[src/rtl/cgra_seq_pkg.sv]
// Shared types for the CGRA configuration sequencer: command word layout,
// opcodes, abort codes and FSM state encoding.
package cgra_seq_pkg;

  localparam int CMD_ADDR_W = 64;
  localparam int CMD_DATA_W = 64;

  typedef enum logic [1:0] {
    OP_WRITE = 2'd0,
    OP_POLL  = 2'd1,
    OP_WAIT  = 2'd2,
    OP_END   = 2'd3
  } op_e;

  typedef struct packed {
    op_e                   op;
    logic [CMD_ADDR_W-1:0] addr;
    logic [CMD_DATA_W-1:0] data;
    logic [CMD_DATA_W-1:0] mask;
  } cmd_t;

  typedef enum logic [1:0] {
    ERR_NONE         = 2'd0,
    ERR_RESP         = 2'd1,
    ERR_POLL_TIMEOUT = 2'd2,
    ERR_PC_OVERFLOW  = 2'd3
  } err_e;

  typedef enum logic [3:0] {
    ST_IDLE    = 4'd0,
    ST_FETCH   = 4'd1,
    ST_DECODE  = 4'd2,
    ST_WR_REQ  = 4'd3,
    ST_WR_RESP = 4'd4,
    ST_RD_REQ  = 4'd5,
    ST_RD_DATA = 4'd6,
    ST_WAIT    = 4'd7,
    ST_DONE    = 4'd8,
    ST_ERROR   = 4'd9
  } state_e;

endpackage

[src/rtl/cgra_cfg_sequencer.sv]
// AXI4 master that replays a command table (WRITE / POLL / WAIT / END) to
// configure and start the CGRA. One transaction in flight at most; all
// beats are single full-width beats.
module cgra_cfg_sequencer
  import cgra_seq_pkg::*;
#(
  parameter int AXI_ADDR_WIDTH = 64,
  parameter int AXI_DATA_WIDTH = 64,
  parameter int AXI_ID_WIDTH   = 4,
  parameter int AXI_ID         = 0,
  parameter int CMD_DEPTH      = 32,
  parameter int POLL_LIMIT     = 1024,
  localparam int PCW           = (CMD_DEPTH > 1) ? $clog2(CMD_DEPTH) : 1
) (
  input  logic                        clk_i,
  input  logic                        rst_i,
  input  logic                        start_i,
  output logic                        busy_o,
  output logic                        done_o,
  output logic                        error_o,
  output logic [1:0]                  err_code_o,
  output logic [PCW-1:0]              pc_o,
  output logic [PCW-1:0]              cmd_addr_o,
  input  cmd_t                        cmd_i,
  // write address channel
  output logic [AXI_ID_WIDTH-1:0]     aw_id_o,
  output logic [AXI_ADDR_WIDTH-1:0]   aw_addr_o,
  output logic [7:0]                  aw_len_o,
  output logic [2:0]                  aw_size_o,
  output logic [1:0]                  aw_burst_o,
  output logic                        aw_valid_o,
  input  logic                        aw_ready_i,
  // write data channel
  output logic [AXI_DATA_WIDTH-1:0]   w_data_o,
  output logic [AXI_DATA_WIDTH/8-1:0] w_strb_o,
  output logic                        w_last_o,
  output logic                        w_valid_o,
  input  logic                        w_ready_i,
  // write response channel
  input  logic [1:0]                  b_resp_i,
  input  logic                        b_valid_i,
  output logic                        b_ready_o,
  // read address channel
  output logic [AXI_ID_WIDTH-1:0]     ar_id_o,
  output logic [AXI_ADDR_WIDTH-1:0]   ar_addr_o,
  output logic [7:0]                  ar_len_o,
  output logic [2:0]                  ar_size_o,
  output logic [1:0]                  ar_burst_o,
  output logic                        ar_valid_o,
  input  logic                        ar_ready_i,
  // read data channel
  input  logic [AXI_DATA_WIDTH-1:0]   r_data_i,
  input  logic [1:0]                  r_resp_i,
  input  logic                        r_valid_i,
  output logic                        r_ready_o
);

  localparam int PCNT_W = $clog2(POLL_LIMIT + 1);
  localparam logic [PCW-1:0]    PC_LAST   = PCW'(CMD_DEPTH - 1);
  localparam logic [PCNT_W-1:0] POLL_LAST = PCNT_W'(POLL_LIMIT - 1);

  state_e                    state_r, state_s;
  logic [PCW-1:0]            pc_r, pc_s;
  logic [AXI_ADDR_WIDTH-1:0] addr_r, addr_s;
  logic [AXI_DATA_WIDTH-1:0] data_r, data_s;
  logic [AXI_DATA_WIDTH-1:0] mask_r, mask_s;
  logic [PCNT_W-1:0]         poll_cnt_r, poll_cnt_s;
  logic [31:0]               wait_cnt_r, wait_cnt_s;
  logic                      aw_valid_r, aw_valid_s;
  logic                      w_valid_r, w_valid_s;
  logic                      done_r, done_s;
  logic                      error_r, error_s;
  err_e                      err_code_r, err_code_s;
  logic                      adv_s;

  // A channel counts as finished once its valid has dropped or it handshakes now.
  logic aw_fin_s, w_fin_s, b_err_s, r_err_s, r_match_s;
  assign aw_fin_s  = ~aw_valid_r | aw_ready_i;
  assign w_fin_s   = ~w_valid_r  | w_ready_i;
  assign b_err_s   = (b_resp_i == 2'b10) || (b_resp_i == 2'b11);
  assign r_err_s   = (r_resp_i == 2'b10) || (r_resp_i == 2'b11);
  assign r_match_s = ((r_data_i & mask_r) == (data_r & mask_r));

  // Next-state, datapath and sticky flag computation.
  always_comb begin
    state_s    = state_r;
    pc_s       = pc_r;
    addr_s     = addr_r;
    data_s     = data_r;
    mask_s     = mask_r;
    poll_cnt_s = poll_cnt_r;
    wait_cnt_s = wait_cnt_r;
    aw_valid_s = aw_valid_r;
    w_valid_s  = w_valid_r;
    done_s     = done_r;
    error_s    = error_r;
    err_code_s = err_code_r;
    adv_s      = 1'b0;

    case (state_r)
      ST_IDLE, ST_DONE, ST_ERROR: begin
        if (start_i) begin
          state_s    = ST_FETCH;
          pc_s       = '0;
          poll_cnt_s = '0;
          done_s     = 1'b0;
          error_s    = 1'b0;
          err_code_s = ERR_NONE;
        end else begin
          state_s = state_r;
        end
      end
      ST_FETCH: begin
        state_s = ST_DECODE;
      end
      ST_DECODE: begin
        addr_s = cmd_i.addr[AXI_ADDR_WIDTH-1:0];
        data_s = cmd_i.data[AXI_DATA_WIDTH-1:0];
        mask_s = cmd_i.mask[AXI_DATA_WIDTH-1:0];
        case (cmd_i.op)
          OP_WRITE: begin
            state_s    = ST_WR_REQ;
            aw_valid_s = 1'b1;
            w_valid_s  = 1'b1;
          end
          OP_POLL: begin
            state_s = ST_RD_REQ;
          end
          OP_WAIT: begin
            state_s    = ST_WAIT;
            wait_cnt_s = cmd_i.data[31:0];
          end
          OP_END: begin
            state_s = ST_DONE;
            done_s  = 1'b1;
          end
          default: begin
            state_s = ST_IDLE;
          end
        endcase
      end
      ST_WR_REQ: begin
        if (aw_ready_i) begin
          aw_valid_s = 1'b0;
        end else begin
          aw_valid_s = aw_valid_r;
        end
        if (w_ready_i) begin
          w_valid_s = 1'b0;
        end else begin
          w_valid_s = w_valid_r;
        end
        if (aw_fin_s && w_fin_s) begin
          state_s = ST_WR_RESP;
        end else begin
          state_s = ST_WR_REQ;
        end
      end
      ST_WR_RESP: begin
        if (b_valid_i) begin
          if (b_err_s) begin
            state_s    = ST_ERROR;
            error_s    = 1'b1;
            err_code_s = ERR_RESP;
          end else begin
            adv_s = 1'b1;
          end
        end else begin
          state_s = ST_WR_RESP;
        end
      end
      ST_RD_REQ: begin
        if (ar_ready_i) begin
          state_s = ST_RD_DATA;
        end else begin
          state_s = ST_RD_REQ;
        end
      end
      ST_RD_DATA: begin
        if (r_valid_i) begin
          if (r_err_s) begin
            state_s    = ST_ERROR;
            error_s    = 1'b1;
            err_code_s = ERR_RESP;
          end else if (r_match_s) begin
            adv_s = 1'b1;
          end else if (poll_cnt_r == POLL_LAST) begin
            state_s    = ST_ERROR;
            error_s    = 1'b1;
            err_code_s = ERR_POLL_TIMEOUT;
          end else begin
            poll_cnt_s = poll_cnt_r + PCNT_W'(1);
            state_s    = ST_RD_REQ;
          end
        end else begin
          state_s = ST_RD_DATA;
        end
      end
      ST_WAIT: begin
        if (wait_cnt_r == 32'd0) begin
          adv_s = 1'b1;
        end else begin
          wait_cnt_s = wait_cnt_r - 32'd1;
        end
      end
      default: begin
        state_s = ST_IDLE;
      end
    endcase

    // Advancing past the last table entry without END is an overflow, not a wrap.
    if (adv_s) begin
      poll_cnt_s = '0;
      if (pc_r == PC_LAST) begin
        state_s    = ST_ERROR;
        error_s    = 1'b1;
        err_code_s = ERR_PC_OVERFLOW;
      end else begin
        pc_s    = pc_r + PCW'(1);
        state_s = ST_FETCH;
      end
    end else begin
      pc_s = pc_s;
    end
  end

  // State and datapath registers; reset drops every valid at once.
  always_ff @(posedge clk_i or posedge rst_i) begin
    if (rst_i) begin
      state_r    <= ST_IDLE;
      pc_r       <= '0;
      addr_r     <= '0;
      data_r     <= '0;
      mask_r     <= '0;
      poll_cnt_r <= '0;
      wait_cnt_r <= 32'd0;
      aw_valid_r <= 1'b0;
      w_valid_r  <= 1'b0;
      done_r     <= 1'b0;
      error_r    <= 1'b0;
      err_code_r <= ERR_NONE;
    end else begin
      state_r    <= state_s;
      pc_r       <= pc_s;
      addr_r     <= addr_s;
      data_r     <= data_s;
      mask_r     <= mask_s;
      poll_cnt_r <= poll_cnt_s;
      wait_cnt_r <= wait_cnt_s;
      aw_valid_r <= aw_valid_s;
      w_valid_r  <= w_valid_s;
      done_r     <= done_s;
      error_r    <= error_s;
      err_code_r <= err_code_s;
    end
  end

  assign busy_o     = !((state_r == ST_IDLE) || (state_r == ST_DONE) || (state_r == ST_ERROR));
  assign done_o     = done_r;
  assign error_o    = error_r;
  assign err_code_o = err_code_r;
  assign pc_o       = pc_r;
  assign cmd_addr_o = pc_r;

  assign aw_id_o    = AXI_ID_WIDTH'(AXI_ID);
  assign aw_addr_o  = addr_r;
  assign aw_len_o   = 8'd0;
  assign aw_size_o  = 3'b011;
  assign aw_burst_o = 2'b01;
  assign aw_valid_o = aw_valid_r;

  assign w_data_o   = data_r;
  assign w_strb_o   = '1;
  assign w_last_o   = 1'b1;
  assign w_valid_o  = w_valid_r;

  assign b_ready_o  = (state_r == ST_WR_RESP);

  assign ar_id_o    = AXI_ID_WIDTH'(AXI_ID);
  assign ar_addr_o  = addr_r;
  assign ar_len_o   = 8'd0;
  assign ar_size_o  = 3'b011;
  assign ar_burst_o = 2'b01;
  assign ar_valid_o = (state_r == ST_RD_REQ);

  assign r_ready_o  = (state_r == ST_RD_DATA);

endmodule

[config.mk]
export PLATFORM = sky130hd
export DESIGN_NAME = cgra_cfg_sequencer
export DESIGN_NICKNAME = d
export VERILOG_FILES = /design/src/rtl/cgra_seq_pkg.sv /design/src/rtl/cgra_cfg_sequencer.sv
export SDC_FILE = /design/constraint.sdc
export NUM_CORES = 1
export LEC_CHECK = 0
export ABC_CLOCK_PERIOD_IN_PS = 12900
export CAP_MARGIN = 30
export CORE_AREA = 2 2 206 208
export DETAILED_ROUTE_END_ITERATION = 8
export DIE_AREA = 0 0 208 210
export GPL_TIMING_DRIVEN = 0
export HOLD_SLACK_MARGIN = 0.1
export PLACE_DENSITY_LB_ADDON = 0.15
export SYNTH_ARGS = -nofsm -noshare
export SYNTH_HDL_FRONTEND = slang
export SYNTH_SLANG_ARGS = --single-unit
[constraint.sdc]
create_clock -name clk_i -period 12.9 [get_ports clk_i]
set_clock_uncertainty 0.2 [all_clocks]
set_input_delay 3.225 -clock clk_i [delete_from_list [all_inputs] [get_ports clk_i]]
set_output_delay 3.225 -clock clk_i [all_outputs]
set_load 0.05 [all_outputs]
==> results of run 1 <==
## stage by stage
step	instances	setup TNS (ns)	worst slack (ns)
after floorplan	1110	0	2.60
after global placement	2128	-380.18	-1.54
after detailed placement	2133	0	6.17
after CTS	2189	0	6.63
after global routing	2193	0	6.42
final	2193	0	6.66
## critical path: cells and delay by family, from the launching register on
family,cells,cell delay [ns]
DFF,1,0.32
and+or+nand+nor,1,0.31
buffers and inverters,3,1.62
## cells in the final DEF, fill, tap and decap left out, types with 10 or more instances in the layout
cell	netlist	layout
inv_1	11	10
conb_1	2	43
clkbuf_1	33	41
a22oi_1	37	37
o21ai_0	42	42
xor2_1	68	68
a21oi_1	46	46
dfrtp_1	250	250
nor2_1	60	60
clkbuf_16	0	31
nor3_1	25	25
mux2_2	192	192
buf_4	112	112
nand4_1	16	16
nand2_1	32	32
clkdlybuf4s50_1	0	479
nand3_1	14	14
## logic make-up after synthesis
| kind of cell | after synthesis | synth area share, % |
|---|---|---|
| AO/OA/AOI/OAI | 168 | 8.46 |
| other | 2 | 0.0606 |
| adder cells (fa/ha/maj) | 8 | 0.808 |
| multiplexers | 197 | 17.9 |
| buffers and inverters | 170 | 8.75 |
| flip-flops | 250 | 50.5 |
| AND/OR/NAND/NOR | 203 | 8.55 |
| XOR/XNOR | 71 | 5.02 |
## synthesized netlist by cell type (5+ instances only)
master    count  share of area (%)
xor2_1       68                4.8
nor2_1       60                1.8
nand2_1      32               0.97
nor4_1        9               0.45
a31oi_1       6               0.30
ha_1          8               0.81
inv_1        11               0.33
a22oi_1      37                2.2
buf_2         6               0.24
buf_4       112                6.8
or4_1         7               0.42
and3_1        7               0.35
nand3_1      14               0.57
o21ai_0      42                1.7
a21oi_1      46                1.9
clkbuf_1     33                1.0
o21ai_1       5               0.20
nand2b_1      8               0.40
nor3_1       25                1.0
dfrtp_1     250                 50
mux2i_1       5               0.40
nand4_1      16               0.81
mux2_2      192                 17
## worst max-delay path by stage
stage	cells past startpoint	slack, ns	endpoint
after floorplan	1	2.60	ar_addr_o[0]$_DFFE_PP0P_
after global placement	2	-1.54	w_data_o[13]$_DFFE_PP0P_
after detailed placement	9	6.17	poll_cnt_r[8]$_DFFE_PP0P_
after CTS	4	6.63	r_ready_o
after global routing	4	6.42	r_ready_o
final	4	6.66	r_ready_o
## flip-flops by register name (all words and copies together) (netlist names)
signal	cells
wait_cnt_r	32
w_valid_o	1
ar_addr_o	64
cmd_addr_o	5
poll_cnt_r	11
w_data_o	64
err_code_o	2
state_r	4
mask_r	64
error_o	1
done_o	1
aw_valid_o	1
## final cells by class
cell class              count  area (sq um)
plain buffers             159          1040
diodes                      4          10.0
clock inverters            10          81.3
clock buffers              46           902
fillers                  3962         22400
inverters                  11          48.8
repair buffers            484          4880
multi-input cells         690          5210
flip-flops and latches    250          6260
well taps                 539           674
## metal layers
| layer | vias to the layer above | global-route usage (%) |
|---|---|---|
| met5 | - | 0 |
| met3 | 65 | 5.75 |
| met1 | 4980 | 25.0 |
| li1 | 4770 | - |
| met4 | 4 | 5.09 |
| met2 | 410 | 34.9 |
## report_power, final
| part | switching, mW | internal, mW |
|---|---|---|
| Combinational | 1.90 | 1.26 |
| Clock | 0.347 | 0.499 |
| Sequential | 0.338 | 1.16 |
| Total | 2.58 | 2.92 |
==> run_results.csv, run 1 <==
group,metric,value,unit
sta,maxClockFrequency,0.160,GHz
layout,post-route-util,46.1,%
sta,whs,0.298,ns
worst_setup_path,critPathMaxStageDelay,0.90,ns
run,maxCapViolCount,0,
hold_path,worstHoldStart,"wait_cnt_r[19]$_DFFE_PP0P_",
worst_setup_path,crit_start,"state_r[2]$_DFFE_PP0P_",
route,drtPass1Iterations,8,
sta,finalSetupViolCount,0,
route,viasPerCell,4.66,
global_routing,grt_pass1_vias,10437,
route,drt-met1-wl,18.7,mm
die,pin_count,525,
sta,slew_violations,0,
layout,syn2layout_area_growth,54.2,%
worst_setup_path,arrival,2.81,ns
worst_setup_path,path_cells,"clkbuf_1 -> nor4bb_1 -> clkbuf_1 -> clkdlybuf4s50_1",
worst_setup_path,ff2ff_path_depth,10,
global_routing,grt-ovfl-total,0,
die,coreArea,41500,sq um
sta,rsz0062_at_grt,"false",
outcome,outcome,"finished clean",
sta,finalCritPeriodShare,48.3,%
global_routing,grt_use_total,20.3,%
yosys,synth_area,12400,sq um
route,antenna_left,0,
yosys,synth-main-ff-cell,"dfrtp_1",
clocking,clkLatencyLatePin,0.57,ns
worst_setup_path,critPathLaunchType,"flop",
sta,relSlewSlack,39.7,%
route,drt_iter0_drc,531,
worst_setup_path,reg2reg_from,"wait_cnt_r[0]$_DFFE_PP0P_",
placed_design,gp_congestion,0.825,
sta,post-route-min-period,6.24,ns
worst_setup_path,crit_top_cell,"clkbuf_1",
pwr,power.density,288,nW/um^2
clocking,cts_tree,"built",
yosys,ys_seq_elements,250,
yosys,ys_warn_count,0,
clocking,htree_levels,1,
yosys,ys_seq_area_share,50.5,%
worst_setup_path,cp_slowest_cell,"clkdlybuf4s50_1",
worst_setup_path,cp_max_fo,10,
route,drcViolationCount,0,
die,dieArea,43700,sq um
pwr,irDropWorstVdd,0.183,mV
route,met3WireLength,3.43,mm
worst_setup_path,end_kind,"output pin",
die,num_rows,75,
placed_design,place_area,18100,sq um
yosys,synth_edf_count,0,
placed_design,place_hpwl,36.0,mm
pwr,p_leak,7.97,nW
route,route.met2.wl,22.4,mm
clocking,post_cts_buffers,0,
placed_design,io_buffers,479,
hold_path,whs_path_depth,2,
clocking,cts_buffers,31,
pwr,p_total,5.51,mW
worst_setup_path,cp.required,9.47,ns
worst_setup_path,ff2ff_setup_slack,9.37,ns
sta,tightestPinTransition,0.905,ns
layout,drive_gt1_share,23.2,%
worst_setup_path,setup.worst_path.class,"flop to output pin",
global_routing,grt_max_degree,98,
global_routing,grt_pass1_wl,67.0,mm
hold_path,hold_class,"flop to flop",
hold_path,min_delay_worst_endpoint,"wait_cnt_r[19]$_DFFE_PP0P_",
die,die_h,210,um
yosys,async_flop_share,100,%
yosys,netlist_instances,1069,
clocking,clockBufferDepth,3,
global_routing,antenna_found_initial,6,
clocking,ctsHoldBuffers,0,
clocking,clockRootBuffer,"clkbuf_16",
route,route.vias.total,10229,
worst_setup_path,r2r_end,"wait_cnt_r[6]$_DFFE_PP0P_",
clocking,cts_sinks,250,
clocking,path_clk_slew,0.06,ns
route,routed_wl,45.6,mm
clocking,cts_resized,0,
sta,finalHoldViolations,0,
route,detail_route.wl_per_cell,20.8,um
layout,nets,1905,
layout,design_area,19100,sq um
die,initial_utilization,29.9,%
route,top_layer_used,"met5",
die,die_width,208,um
yosys,synth.distinct_cells,63,
yosys,syn_area_per_cell,11.6,sq um
Power figures use the tool's default switching activity.
==> run 2: changes to the inputs <==
--- a/config.mk
+++ b/config.mk
@@ -5,7 +5,7 @@
 export SDC_FILE = /design/constraint.sdc
 export NUM_CORES = 1
 export LEC_CHECK = 0
-export ABC_CLOCK_PERIOD_IN_PS = 12900
+export ABC_CLOCK_PERIOD_IN_PS = 6100
 export CAP_MARGIN = 30
 export CORE_AREA = 2 2 206 208
 export DETAILED_ROUTE_END_ITERATION = 8
==> constraint.sdc (replaced) <==
create_clock -name clk_i -period 6.1 [get_ports clk_i]
set_clock_uncertainty 0.2 [all_clocks]
set_input_delay 1.525 -clock clk_i [delete_from_list [all_inputs] [get_ports clk_i]]
set_output_delay 1.525 -clock clk_i [all_outputs]
set_load 0.05 [all_outputs]
==> run 2 against run 1 <==
  * Sequential power is 110% higher
  * Clock-buffer cell count grew 1
  * Global-route usage decreased by 0.052 points
  * First-iteration DRC count is 13% higher
  * Final cell count increased by 0.23%
  * Combinational power increased by 110%
==> run_results.csv, run 2 (synthesis gave the netlist of run 1 again) <==
group,metric,value,unit
outcome,outcome,"finished clean",
placed_design,place_hpwl,36.2,mm
route,drt_iter0_drc,598,
layout,nets,1910,
worst_setup_path,critPathLaunchType,"flop",
pwr,p_sw,5.46,mW
placed_design,post-place-ws,1.10,ns
die,die_width,208,um
route,routed_wl,45.5,mm
sta,fin_setup_tns,0,ns
run,maxCapViolCount,0,
route,antenna_left,0,
route,met3WireLength,3.39,mm
pwr,power.density,609,nW/um^2
route,drtPass1Iterations,5,
clocking,cts_tree,"built",
sta,finalWorstSetupSlack,1.57,ns
global_routing,grt-ovfl-total,0,
die,pin_count,525,
sta,slew_violations,0,
worst_setup_path,ff2ff_path_depth,10,
layout,design_area,19200,sq um
clocking,clockBufferDepth,3,
worst_setup_path,arrival,2.81,ns
layout,final_common_cell,"clkdlybuf4s50_1",
global_routing,grt_pass1_wl,66.8,mm
placed_design,place_area,18200,sq um
clocking,post_cts_buffers,0,
global_routing,grt_pass1_vias,10310,
sta,finalHoldViolations,0,
worst_setup_path,r2r_end,"wait_cnt_r[6]$_DFFE_PP0P_",
worst_setup_path,reg2reg_from,"wait_cnt_r[0]$_DFFE_PP0P_",
route,viasPerCell,4.66,
layout,syn2layout_area_growth,55.2,%
sta,post-route-min-period,4.53,ns
worst_setup_path,ff2ff_setup_slack,2.47,ns
sta,relSlewSlack,39.5,%
sta,tightestPinTransition,0.908,ns
route,route.met2.wl,23.0,mm
clocking,htree_levels,1,
die,dieArea,43700,sq um
clocking,path_clk_slew,0.06,ns
clocking,cts_resized,0,
pwr,irDropWorstVdd,0.312,mV
layout,fillers,3968,
pwr,p_int,6.24,mW
global_routing,grt_use_total,20.2,%
layout,drive_gt1_share,23.5,%
layout,final_cell_mix,"clkdlybuf4s50_1 (479), dfrtp_1 (250), mux2_2 (192)",
pwr,swShare,46.7,%
hold_path,whs_path_depth,2,
worst_setup_path,cp_max_fo,10,
worst_setup_path,end_kind,"output pin",
sta,maxClockFrequency,0.221,GHz
placed_design,gp_congestion,0.848,
clocking,clockRootBuffer,"clkbuf_16",
route,route.vias.total,10239,
clocking,cts_sinks,250,
worst_setup_path,crit_end,"r_ready_o",
sta,rsz0062_at_grt,"false",
worst_setup_path,setup.worst_path.class,"flop to output pin",
placed_design,dp_cells,2138,
clocking,ctsHoldBuffers,0,
pwr,pwr-share-seq,27.2,%
route,drcViolationCount,0,
die,die_h,210,um
die,num_rows,75,
pwr,clockPowerShare,15.8,%
layout,final_cells,2198,
die,initial_utilization,29.9,%
route,top_layer_used,"met4",
sta,finalSetupViolCount,0,
hold_path,hold_class,"flop to flop",
pwr,p_leak,8.02,nW
placed_design,io_buffers,479,
layout,post-route-util,46.3,%
global_routing,antenna_found_initial,5,
worst_setup_path,crit_start,"state_r[2]$_DFFE_PP0P_",
global_routing,grt_max_degree,40,
route,detail_route.wl_per_cell,20.7,um
pwr,combPwrFrac,57.0,%
clocking,clkLatencyLatePin,0.57,ns
clocking,cts_buffers,31,
worst_setup_path,cp.required,4.38,ns
sta,finalCritPeriodShare,74.3,%
route,drt-met1-wl,18.4,mm
die,coreArea,41500,sq um
[run 2: worst min-delay path by stage]
stage                                    start                          to  slack (ns)
floorplan           wait_cnt_r[19]$_DFFE_PP0P_  wait_cnt_r[19]$_DFFE_PP0P_        0.26
global placement    wait_cnt_r[27]$_DFFE_PP0P_  wait_cnt_r[27]$_DFFE_PP0P_        0.29
detailed placement  wait_cnt_r[19]$_DFFE_PP0P_  wait_cnt_r[19]$_DFFE_PP0P_        0.29
CTS                 wait_cnt_r[19]$_DFFE_PP0P_  wait_cnt_r[19]$_DFFE_PP0P_        0.30
global route            mask_r[61]$_DFFE_PP0P_      mask_r[61]$_DFFE_PP0P_        0.32
finish              wait_cnt_r[19]$_DFFE_PP0P_  wait_cnt_r[19]$_DFFE_PP0P_        0.30
[run 2: cell type report]
class	instances	area, sq um	share of cell area [%]
sequential	250	6260	32.5
multi-input combinational	690	5210	27.1
timing repair buffer	489	4970	25.9
buffer	159	1040	5.42
clock buffer	47	916	4.76
tap	539	674	3.51
clock inverter	10	103	0.534
inverter	11	45.0	0.234
antenna	3	7.51	0.0391
[run 2: per-stage QoR]
stage,hold slack [ns],total power [mW]
detailed placement,0.290,9.96
global route,0.317,12.3
CTS,0.303,11.9
global placement,0.285,9.86
finish,0.300,11.7
floorplan,0.261,7.52
[run 2: layer usage]
layer	vias to the layer above	track usage, %
met1	4978	24.9
met3	46	5.36
met5	-	0
met4	0	3.06
li1	4800	-
met2	415	36.1
[run 2: power groups by stage]
stage,Clock [mW],Combinational (mW),Sequential [mW]
floorplan,0,2.94,4.57
global placement,0,6.66,3.20
detailed placement,0,6.73,3.22
CTS,1.90,6.75,3.21
global route,1.97,6.99,3.30
finish,1.84,6.68,3.18
[run 2: critical path, cell delays in order, from the launching register on]
cell and delay [ns]:
dfrtp_1 0.32, clkbuf_1 0.28, nor4bb_1 0.31, clkbuf_1 0.43, clkdlybuf4s50_1 0.90
==> run 3: changes to the inputs <==
--- a/config.mk
+++ b/config.mk
@@ -5,11 +5,11 @@
 export SDC_FILE = /design/constraint.sdc
 export NUM_CORES = 1
 export LEC_CHECK = 0
-export ABC_CLOCK_PERIOD_IN_PS = 6100
+export ABC_CLOCK_PERIOD_IN_PS = 3800
 export CAP_MARGIN = 30
-export CORE_AREA = 2 2 206 208
+export CORE_AREA = 2 2 204 206
 export DETAILED_ROUTE_END_ITERATION = 8
-export DIE_AREA = 0 0 208 210
+export DIE_AREA = 0 0 206 208
 export GPL_TIMING_DRIVEN = 0
 export HOLD_SLACK_MARGIN = 0.1
 export PLACE_DENSITY_LB_ADDON = 0.15
==> constraint.sdc (replaced) <==
create_clock -name clk_i -period 3.8 [get_ports clk_i]
set_clock_uncertainty 0.2 [all_clocks]
set_input_delay 0.95 -clock clk_i [delete_from_list [all_inputs] [get_ports clk_i]]
set_output_delay 0.95 -clock clk_i [all_outputs]
set_load 0.05 [all_outputs]
==> run 3 against run 2 <==
  * Global-route usage rose by 0.81 points
  * Routed wire length increased by 1.0%
  * Via count increased by 0.29%
  * Design area shrank 0.14%
  * Critical path depth is the same
  * Critical path type unchanged
  * Critical endpoint is now busy_o
  * Largest cell class unchanged
  * Highest routed layer is now met5
==> run_results.csv, run 3 (synthesis gave the netlist of run 1 again) <==
group,metric,value,unit
die,initial_utilization,30.6,%
sta,finalSetupViolCount,0,
sta,post-route-min-period,3.58,ns
sta,finalWorstSetupSlack,0.223,ns
worst_setup_path,path_buf_inv,2,
worst_setup_path,cp_top_family,"buffers and inverters",
worst_setup_path,cp.required,2.65,ns
pwr,swShare,46.8,%
pwr,p_leak,8.05,nW
layout,multi_input_area,5220,sq um
sta,finalHoldViolations,0,
sta,whs,0.304,ns
sta,slew_violations,0,
route,drcViolationCount,0,
layout,final_common_cell,"clkdlybuf4s50_1",
worst_setup_path,cp_max_fo,10,
sta,finalCritPeriodShare,94.1,%
clocking,clockRootBuffer,"clkbuf_16",
die,dieArea,42800,sq um
sta,maxClockFrequency,0.280,GHz
die,coreArea,40600,sq um
global_routing,grt_max_degree,38,
worst_setup_path,critPathMaxStageDelay,0.83,ns
die,die_h,208,um
placed_design,gp_congestion,0.827,
die,num_rows,74,
global_routing,grt-ovfl-total,0,
die,pin_count,525,
worst_setup_path,path_cells,"clkbuf_1 -> nand2b_1 -> nand2_1 -> clkdlybuf4s50_1",
worst_setup_path,critPathLaunchType,"flop",
clocking,cts_buffers,31,
sta,tightestPinTransition,0.984,ns
pwr,combPwrFrac,57.1,%
layout,register_area,6260,sq um
global_routing,grt_pass1_vias,10512,
clocking,clockBufferDepth,3,
pwr,power.density,976,nW/um^2
worst_setup_path,arrival,2.43,ns
hold_path,hold_class,"flop to flop",
sta,rsz0062_at_grt,"false",
clocking,htree_levels,1,
route,route.vias.total,10269,
die,die_width,206,um
worst_setup_path,end_kind,"output pin",
worst_setup_path,cp_slowest_cell,"clkdlybuf4s50_1",
clocking,cts_sinks,250,
route,viasPerCell,4.70,
worst_setup_path,setup.worst_path.class,"flop to output pin",
sta,relSlewSlack,34.4,%
global_routing,grt_use_total,21.0,%
pwr,pwr-share-seq,27.1,%
route,antenna_left,0,
placed_design,post-place-ws,-0.586,ns
placed_design,place_hpwl,36.6,mm
placed_design,io_buffers,479,
layout,final_cell_mix,"clkdlybuf4s50_1 (476), dfrtp_1 (250), mux2_2 (192)",
route,detail_route.wl_per_cell,21.0,um
pwr,clockPowerShare,15.7,%
pwr,irDropWorstVdd,0.578,mV
pwr,p_int,9.96,mW
route,drt_iter0_drc,426,
layout,fillers,3862,
global_routing,antenna_found_initial,4,
global_routing,grt_pass1_wl,68.1,mm
pwr,p_sw,8.78,mW
layout,drive_gt1_share,23.6,%
clocking,path_clk_slew,0.06,ns
route,drtPass1Iterations,5,
outcome,outcome,"finished clean",
run,maxCapViolCount,0,
layout,syn2layout_area_growth,54.9,%
route,routed_wl,45.9,mm
clocking,cts_tree,"built",
clocking,post_cts_buffers,0,
layout,nets,1909,
clocking,clkLatencyLatePin,0.57,ns
-- run 3: cell count changes in the layout (fill, tap and decap cells not counted), sizes merged --
cell / previous run / this run
bufinv: 2 / 1
dlygate4sd2: 0 / 1
diode: 3 / 1
dlymetal6s2s: 0 / 1
buf: 134 / 133
clkinv: 7 / 8
clkdlybuf4s50: 479 / 476
-- run 3: power by group through the flow --
stage | logic (mW) | clock network, mW | registers, mW
6_report | 10.7 | 2.95 | 5.08
5_1_grt | 11.2 | 3.15 | 5.29
4_1_cts | 10.8 | 3.04 | 5.12
3_5_place_dp | 10.8 | 0 | 5.15
3_3_place_gp | 10.7 | 0 | 5.12
2_1_floorplan | 4.73 | 0 | 7.34
-- run 3: area by class of cell --
class                           count  area share [%]
Sequential cell                   250            32.6
Multi-Input combinational cell    690            27.2
Tap cell                          532            3.47
Clock buffer                       46            4.86
Buffer                            159            5.43
Antenna cell                        1          0.0130
Timing Repair Buffer              488            25.8
Clock inverter                     10           0.404
Inverter                           11           0.235
-- run 3: final timing paths --
kind	from	end	slack [ns]	cells after the start
min	poll_cnt_r[10]$_DFFE_PP0P_	poll_cnt_r[10]$_DFFE_PP0P_	0.30	2
max	state_r[3]$_DFFE_PP0P_	busy_o	0.22	4
max reg2reg	wait_cnt_r[0]$_DFFE_PP0P_	wait_cnt_r[14]$_DFFE_PP0P_	0.29	10
min in group asynchronous	rst_i	w_data_o[58]$_DFFE_PP0P_	0.59	2
min reg2reg	poll_cnt_r[10]$_DFFE_PP0P_	poll_cnt_r[10]$_DFFE_PP0P_	0.30	2
max in group asynchronous	rst_i	ar_addr_o[11]$_DFFE_PP0P_	1.56	6
-- run 3: worst reg2reg max path, stage by stage, from the launching register on --
cell	delay [ns]
dfrtp_1	0.40
inv_1	0.09
ha_1	0.22
or4b_1	0.54
nor2_1	0.44
nand4_2	0.37
o21ai_2	0.26
nand2_1	0.23
clkbuf_1	0.35
a21oi_1	0.21
a21oi_1	0.05
-- run 3: timing repair --
action / CTS / global route
resized for setup: 2 / 4
hold buffers: 0 / 0
setup endpoints to repair: 2 / 18
-- run 3: per-stage QoR --
stage | utilization [%] | TNS [ns] | cells | instance area, sq um | power (mW)
after floorplan | - | -159.43 | 1110 | 12500 | 12.1
after global placement | 44.4 | -755.46 | 2121 | 18000 | 15.8
after detailed placement | 44.8 | -10.35 | 2130 | 18200 | 16.0
after CTS | 47.3 | 0 | 2186 | 19200 | 19.0
after global routing | 47.3 | 0 | 2187 | 19200 | 19.7
final | 47.3 | 0 | 2187 | 19200 | 18.7
-- run 3: layer usage --
layer	vias up	global-route usage, %	part of all wire, %
met5	-	0	0.10
met4	6	4.26	1.5
met3	54	5.06	8.2
met2	411	37.7	51
met1	5030	25.4	39
li1	4768	-	-
